$ cat src/rtl/mult_s4_seq_ctrl.sv
// rtl/mult_s4_seq_ctrl.sv - 4x4 signed/unsigned multiply sequenced over one shared 4x4 unsigned multiplier
// Optional build macro: MULTS4_EARLY_EXIT_EN (skip partial-product phases whose term is zero)

module mult_u4_bits (
  input  logic [3:0] a,
  input  logic [3:0] b,
  output logic [7:0] p
);
  assign p = {4'b0000, a} * {4'b0000, b};
endmodule

module mult_s4_seq_ctrl #(
  parameter int SIGNED = 1
) (
  input  logic       clk,
  input  logic       reset,
  input  logic       start,
  input  logic [3:0] x,
  input  logic [3:0] y,
  output logic       busy,
  output logic       done,
  output logic [7:0] prod
);

  typedef enum logic [2:0] {IDLE, P0, P1, P2, P3, DONE} state_t;

  state_t     state;
  state_t     nxt_phase;
  logic [3:0] xr;
  logic [3:0] yr;
  logic [3:0] ma;
  logic [3:0] mb;
  logic [7:0] m;
  logic [7:0] acc;
  logic [7:0] acc_nxt;
  logic       sub;

  mult_u4_bits u_mult (
    .a (ma),
    .b (mb),
    .p (m)
  );

  // x = -8*x[3] + x[2:0]: cross terms carry one negative weight, the sign*sign term two
  always_comb begin
    ma  = 4'h0;
    mb  = 4'h0;
    sub = 1'b0;
    case (state)
      P0: begin
        ma = {1'b0, xr[2:0]};
        mb = {1'b0, yr[2:0]};
      end
      P1: begin
        ma  = {xr[3], 3'b000};
        mb  = {1'b0, yr[2:0]};
        sub = (SIGNED != 0);
      end
      P2: begin
        ma  = {yr[3], 3'b000};
        mb  = {1'b0, xr[2:0]};
        sub = (SIGNED != 0);
      end
      P3: begin
        ma = {xr[3], 3'b000};
        mb = {yr[3], 3'b000};
      end
      default: begin
        ma  = 4'h0;
        mb  = 4'h0;
        sub = 1'b0;
      end
    endcase
    acc_nxt = sub ? (acc - m) : (acc + m);
  end

  always_comb begin
    nxt_phase = DONE;
`ifdef MULTS4_EARLY_EXIT_EN
    case (state)
      P0:      nxt_phase = xr[3] ? P1 : (yr[3] ? P2 : DONE);
      P1:      nxt_phase = yr[3] ? P2 : DONE;
      P2:      nxt_phase = (xr[3] & yr[3]) ? P3 : DONE;
      default: nxt_phase = DONE;
    endcase
`else
    case (state)
      P0:      nxt_phase = P1;
      P1:      nxt_phase = P2;
      P2:      nxt_phase = P3;
      default: nxt_phase = DONE;
    endcase
`endif
  end

  always_ff @(posedge clk) begin
    if (reset) begin
      state <= IDLE;
      busy  <= 1'b0;
      done  <= 1'b0;
      prod  <= 8'h00;
      acc   <= 8'h00;
      xr    <= 4'h0;
      yr    <= 4'h0;
    end else begin
      done <= 1'b0;
      case (state)
        IDLE, DONE: begin
          busy <= start;
          if (start) begin
            xr    <= x;
            yr    <= y;
            acc   <= 8'h00;
            state <= P0;
          end else begin
            state <= IDLE;
          end
        end
        default: begin
          acc   <= acc_nxt;
          state <= nxt_phase;
          if (nxt_phase == DONE) begin
            prod <= acc_nxt;
            busy <= 1'b0;
            done <= 1'b1;
          end
        end
      endcase
    end
  end

endmodule

$ cat config.mk
export PLATFORM = sky130hd
export DESIGN_NAME = mult_s4_seq_ctrl
export DESIGN_NICKNAME = d
export VERILOG_FILES = /design/src/rtl/mult_s4_seq_ctrl.sv
export SDC_FILE = /design/constraint.sdc
export NUM_CORES = 1
export LEC_CHECK = 0
export BUFFER_PORTS_ARGS = -buffer_cell sky130_fd_sc_hd__buf_2
export CORE_MARGIN = 2
export CORE_UTILIZATION = 53
export CTS_CLUSTER_DIAMETER = 40
export CTS_CLUSTER_SIZE = 14
export DETAILED_ROUTE_END_ITERATION = 10
export HOLD_SLACK_MARGIN = 0.03
export PLACE_DENSITY = 0.72
export SLEW_MARGIN = 15
export SYNTH_ARGS = -nofsm -noshare
export SYNTH_HDL_FRONTEND = slang
export SYNTH_HIERARCHICAL = 1
export SYNTH_SLANG_ARGS = --single-unit
$ cat constraint.sdc
create_clock -name clk -period 4.3 [get_ports clk]
set_input_delay 0.86 -clock clk [delete_from_list [all_inputs] [get_ports clk]]
set_output_delay 0.86 -clock clk [all_outputs]
set_load 0.01 [all_outputs]
; After elaboration in Yosys (flattened, before gate mapping)
; Index checks and enable logic that the tools add are counted.
[classes]
add_sub_neg = 2
mul = 1
n_eq_ne = 7
muxes = 12
n_bitwise = 1
reduce_logical = 9
[op_table]
columns = cell, count
row1 = two-way mux 8 bit, 3
row2 = case mux 4 bit (3 select lines), 2
row3 = == test 3 bit (second input constant), 3
row4 = case mux 3 bit (3 select lines), 1
row5 = adder 8 bit, 1
row6 = multiplier 4 x 4 -> 8 bit, 1
row7 = OR reduction 2 bit, 4
row8 = subtractor 8 bit, 1
row9 = == test 3 x 2 -> 1 bit (second input constant), 2
row10 = two-way mux 1 bit, 5
row11 = AND reduction 2 bit, 2
row12 = == test 3 x 1 -> 1 bit (second input constant), 1
row13 = logical NOT 3 bit, 1
row14 = two-way mux 3 bit, 1
row15 = OR reduction 3 bit, 1
row16 = inequality test 2 bit (second input constant), 1
row17 = nonzero test 2 bit, 1
row18 = inverter 1 bit, 1
[word_totals]
ff_bits = 29
inputBits = 11
elab_cells = 39

; Longest topological paths before layout
[logic_depth]
word_depth = 7
ltp_mapped = 21
mapped_depth_nobuf = 20

; Modules after synthesis
; Netlist, hierarchy kept.
[by_module_without_submodules]
columns = mod, n_inst, cells_each, area_each_um2, seq_area_each_um2
row1 = mult_s4_seq_ctrl, 1, 186, 1682.9, 580.6
row2 = mult_u4_bits, 1, 51, 447.9, 0.0

; Worst setup path after synthesis
; OpenSTA, ideal clock, no wires.
[synth_path]
path_kind = register -> register
start = reg state[2]
end = reg prod[7]
setup_ps = 133
arrival_ps = 4422
required_ps = 4167
setup_slack_ps = -255
path_stages_with_launch = 21
path_buffers = 2
cell_sequence = dfxtp_1 -> buf_6 -> clkbuf_1 -> nor3b_1 -> nand2_1 -> fa_1 -> inv_1 -> fa_1 -> ha_1 -> a21o_1 -> a21oi_1 -> xnor2_1 -> nor3_2 -> a31oi_1 -> xnor2_1 -> ha_1 -> nand4_1 -> a21oi_1 -> and3b_1 -> xnor2_1 -> a211oi_2
[synth_between]
elab_chain_len = 6
[synth_lines]
columns = element, line_no
row1 = "start, declared", 27  ; state_t state;
row2 = "start signal, assigned", 121  ; state <= nxt_phase;
row3 = == test 3 x 2 -> 1 bit / == test 3 bit (equally long branches), 49  ; case (state)
row4 = OR reduction 2 bit (no source line), n/a
row5 = case mux 4 bit (3 select lines) (*), 49
row6 = named net ma[0], 31  ; logic [3:0] ma;
row7 = multiplier 4 x 4 -> 8 bit (*), 9  ; assign p = {4'b0000, a} * {4'b0000, b};
row8 = named net m[5], 33  ; logic [7:0] m;
row9 = adder 8 bit / subtractor 8 bit (equally long branches), 74  ; acc_nxt = sub ? (acc - m) : (acc + m);
row10 = two-way mux 8 bit (*), 74
row11 = "end signal, assigned", 123  ; prod <= acc_nxt;
row12 = "end, declared", 22  ; output logic [7:0] prod
; The timed path passes the listed nets; every way through them passes the cells marked *.
; A chain may end at the register's enable or synchronous reset.

; Worst setup path after layout
[layout_path]
start = reg state[1]
end = reg prod[6]
; Same word-level chain as after synthesis.

==> results_dict.tcl <==
set metrics [dict create \
    cts_max_path_buffers 2 \
    ys.flop_type "dfxtp_1" \
    fmax_ghz 0.233 \
    cpMostUsedCell "buf_4" \
    crit_buf_inv 3 \
    hold_violations 0 \
    crit_chain "nand2b_4 > buf_4 > nor3b_2 > nand2_1 > fa_1 > inv_2 > fa_2 > ha_4 > a21o_1 > a21oi_2 > xnor2_2 > nor3_2 > a31oi_1 > xnor2_1 > ha_1 > buf_4 > or4_1 > nand3_1" \
    slowest_delay_ps 590 \
    grtUsageMet2_pct 38.0 \
    clk-insertion-delay-late_ps 290 \
    use_met1_pct 24.7 \
    synth_fp_nets 273 \
    grt_first_pass_wirelength_um 7250 \
    synth-async-reset-ratio_pct 0 \
    cts_root_buf "clkbuf_8" \
    cp_top_family "adder cells" \
    synth-edff-count 0 \
    arrival_ps 4520 \
    met3_usage_pct 7.00 \
    totalWireLength_um 4230 \
    grt_max_degree 29 \
    drt_iter0_markers 57 \
    crit_path_end "prod[6]$_SDFFE_PP0P_" \
    peakVddDrop_mv 0.213 \
    rsz0062_at_grt "yes" \
    antenna-diode-count 0 \
    drcViolationCount 0 \
    crit_cells 18 \
    drtPass1Iterations 4 \
    cp_max_fo 5 \
    grt_pass1_vias 1686 \
    synth_top_area_cell "dfxtp_1" \
    fin_nets 317 \
    synthCells 237 \
    maxCapViolCount 0 \
    multiInputGateArea_um2 1560 \
    cts.sinks 29 \
    finalCritPeriodShare_pct 99.7 \
    n_fill_cell 316 \
    grt.total_usage_pct 21.5 \
    endpoint_kind "flop" \
    core.rowCount 23 \
    worst_r2r_path_depth 18 \
    drive_gt1_share_pct 31.2 \
    place_congestion 0.851 \
    relSlewSlack_pct 66.7 \
    syn_to_final_growth_pct 25.4 \
    setup_viol_count_final 0 \
    wire_per_inst_um 12.8 \
    power.total_mw 0.782 \
    leakage_nw 1.18 \
    cts_tree "done" \
    reg2reg_slack_ps 10 \
    synth_top_cell_area_share_pct 27.2 \
    grt_most_used_layer "met2" \
    worstReg2RegEnd "prod[6]$_SDFFE_PP0P_" \
    regArea_um2 588 \
    finalCriticalPeriod_ps 4290 \
    initial_core_util_pct 54.0 \
    power_density_nw_per_um2 293 \
    yosys_warnings 6 \
    synth-seq-area-share_pct 27.2 \
    cpMaxStageDelayCell "fa_2" \
    report.final.slew_viol_count 0 \
    required_ps 4530 \
    antenna_found_initial 0 \
    postCtsHoldBufs 0 \
    core_um2 3940 \
    clkTransAtPathRegs_ps 60 \
    die_y_um 67.4 \
    cp-startpoint "state[1]$_SDFF_PP0_" \
    syn-cell-area_um2 2130 \
    r2r_start "state[1]$_SDFF_PP0_" \
    synthTopCellsByArea "dfxtp_1 (27%), ha_1 (12%), xnor2_1 (4.9%), fa_1 (4.7%), and2_1 (4.4%)" \
    grt_remaining_overflow 0 \
    hold_class "flop to flop" \
    cts_max_level 2 \
    yosysMostFrequentCell "dfxtp_1" \
    start_kind "flop" \
    dieArea_um2 4540 \
    via_per_inst 5.39 \
    cts_buffers 5 \
    hpwlAfterDp_um 3310 \
    fin_hold_ws_ps 450 \
    io_pins 21 \
    ant_nets 0 \
    fin_worst_skew_ps 3.46 \
    post_synth_most_frequent_cells "dfxtp_1 (29), nor2_1 (24), ha_1 (20)" \
    synthDistinctLibCells 48 \
    num_vias 1791 \
    worst_slew_pin_slew_ps 500 \
    ys_ff_latch 29 \
    port_buffers 20 \
    crit_type "flop to flop" \
    syn_area_per_cell_um2 8.99 \
    die_w_um 67.4 \
    status "finished, final reports clean" \
]
cells in the final DEF, fill, tap and decap left out, types with 2 or more instances in the layout:
master	instances
a211oi_1	4
a21o_1	3
a21oi_1	13
a21oi_2	2
a22o_1	2
a22oi_1	2
a22oi_2	2
a31oi_1	4
and2_1	14
buf_2	20
buf_4	26
clkbuf_8	6
dfxtp_1	27
dfxtp_4	2
fa_1	3
fa_2	2
ha_1	19
inv_1	12
mux2i_1	9
nand2_1	15
nand3_1	2
nand3b_1	3
nor2_1	21
nor2_2	2
nor2b_1	2
nor3_4	2
nor3b_1	3
nor3b_2	2
o21ai_0	7
o21ai_1	4
xnor2_1	9
xnor2_2	4
xor2_1	5
layer usage:
metal	up-vias	wire length, um	share of wire, %
met4	0	83	2.0
met1	841	1830	43
met2	29	2170	51
met5	-	0	0
met3	8	148	3.5
li1	913	-	-
repair_timing:
item                                    4_1_cts  5_1_grt
resized for setup                            12        8
endpoints found under the setup margin        4        6
setup buffers                                 5        1
endpoints found under the hold margin         0        0
pin swaps                                    16        2
layout make-up:
cell class              instances  area share [%]
multi-input cells             186            58.4
flip-flops and latches         29            22.0
repair buffers                 46            11.0
clock buffers                   7            3.23
well taps                      50            2.34
inverters                      13            1.83
clock inverters                 1            1.12
worst min path at each step:
stage                               startpoint                    to  depth (start not counted)
after global routing       acc[5]$_SDFFE_PP0P_   acc[5]$_SDFFE_PP0P_                          2
final                     prod[3]$_SDFFE_PP0P_  prod[3]$_SDFFE_PP0P_                          2
after floorplan            acc[0]$_SDFFE_PP0P_   acc[0]$_SDFFE_PP0P_                          2
after detailed placement  prod[3]$_SDFFE_PP0P_  prod[3]$_SDFFE_PP0P_                          2
after CTS                 prod[3]$_SDFFE_PP0P_  prod[3]$_SDFFE_PP0P_                          2
after global placement    prod[3]$_SDFFE_PP0P_  prod[3]$_SDFFE_PP0P_                          2
logic make-up after synthesis:
group,Yosys count,synth area share [%]
muxes,9,4.23
and+or+nand+nor,82,23.0
DFF,29,27.2
AOI/OAI and AO/OA,51,15.9
buffers and inverters,22,5.05
adders and majority gates,25,16.4
xor gates and xnor gates,19,8.16
report_power, final:
group          total, mW  switching, mW  leakage (nW)  internal (mW)
logic              0.185         0.0930         0.883         0.0920
registers          0.303         0.0167         0.237          0.286
clock network      0.294          0.106        0.0585          0.189
total              0.782          0.215          1.18          0.567
through the flow:
stage / setup TNS, ps / cells / utilization, % / cell area, um^2 / setup WS, ps
after global placement: -150 / 318 / 61.6 / 2430 / -72.7
after floorplan: -43.7 / 237 / - / 2180 / -43.7
after global routing: -713 / 332 / 67.8 / 2670 / -233
after detailed placement: -474 / 318 / 61.6 / 2430 / -185
after CTS: 0 / 331 / 66.6 / 2630 / 3.41
final: 0 / 332 / 67.8 / 2670 / 13.7
state kept, by name, summed over array words and instances, names as in the netlist:
name / count
xr: 4
state: 3
yr: 4
done: 1
prod: 8
acc: 8
busy: 1
worst reg2reg max path: cells and delay by family, from the launching register on:
kind	cells	cell delay, ps
AO/OA/AOI/OAI	3	540
XOR/XNOR	2	290
adder cells (fa/ha/maj)	4	1590
buffers and inverters	3	340
flip-flops	1	370
AND/OR/NAND/NOR	6	1120
(Power assumes the default switching activity.)
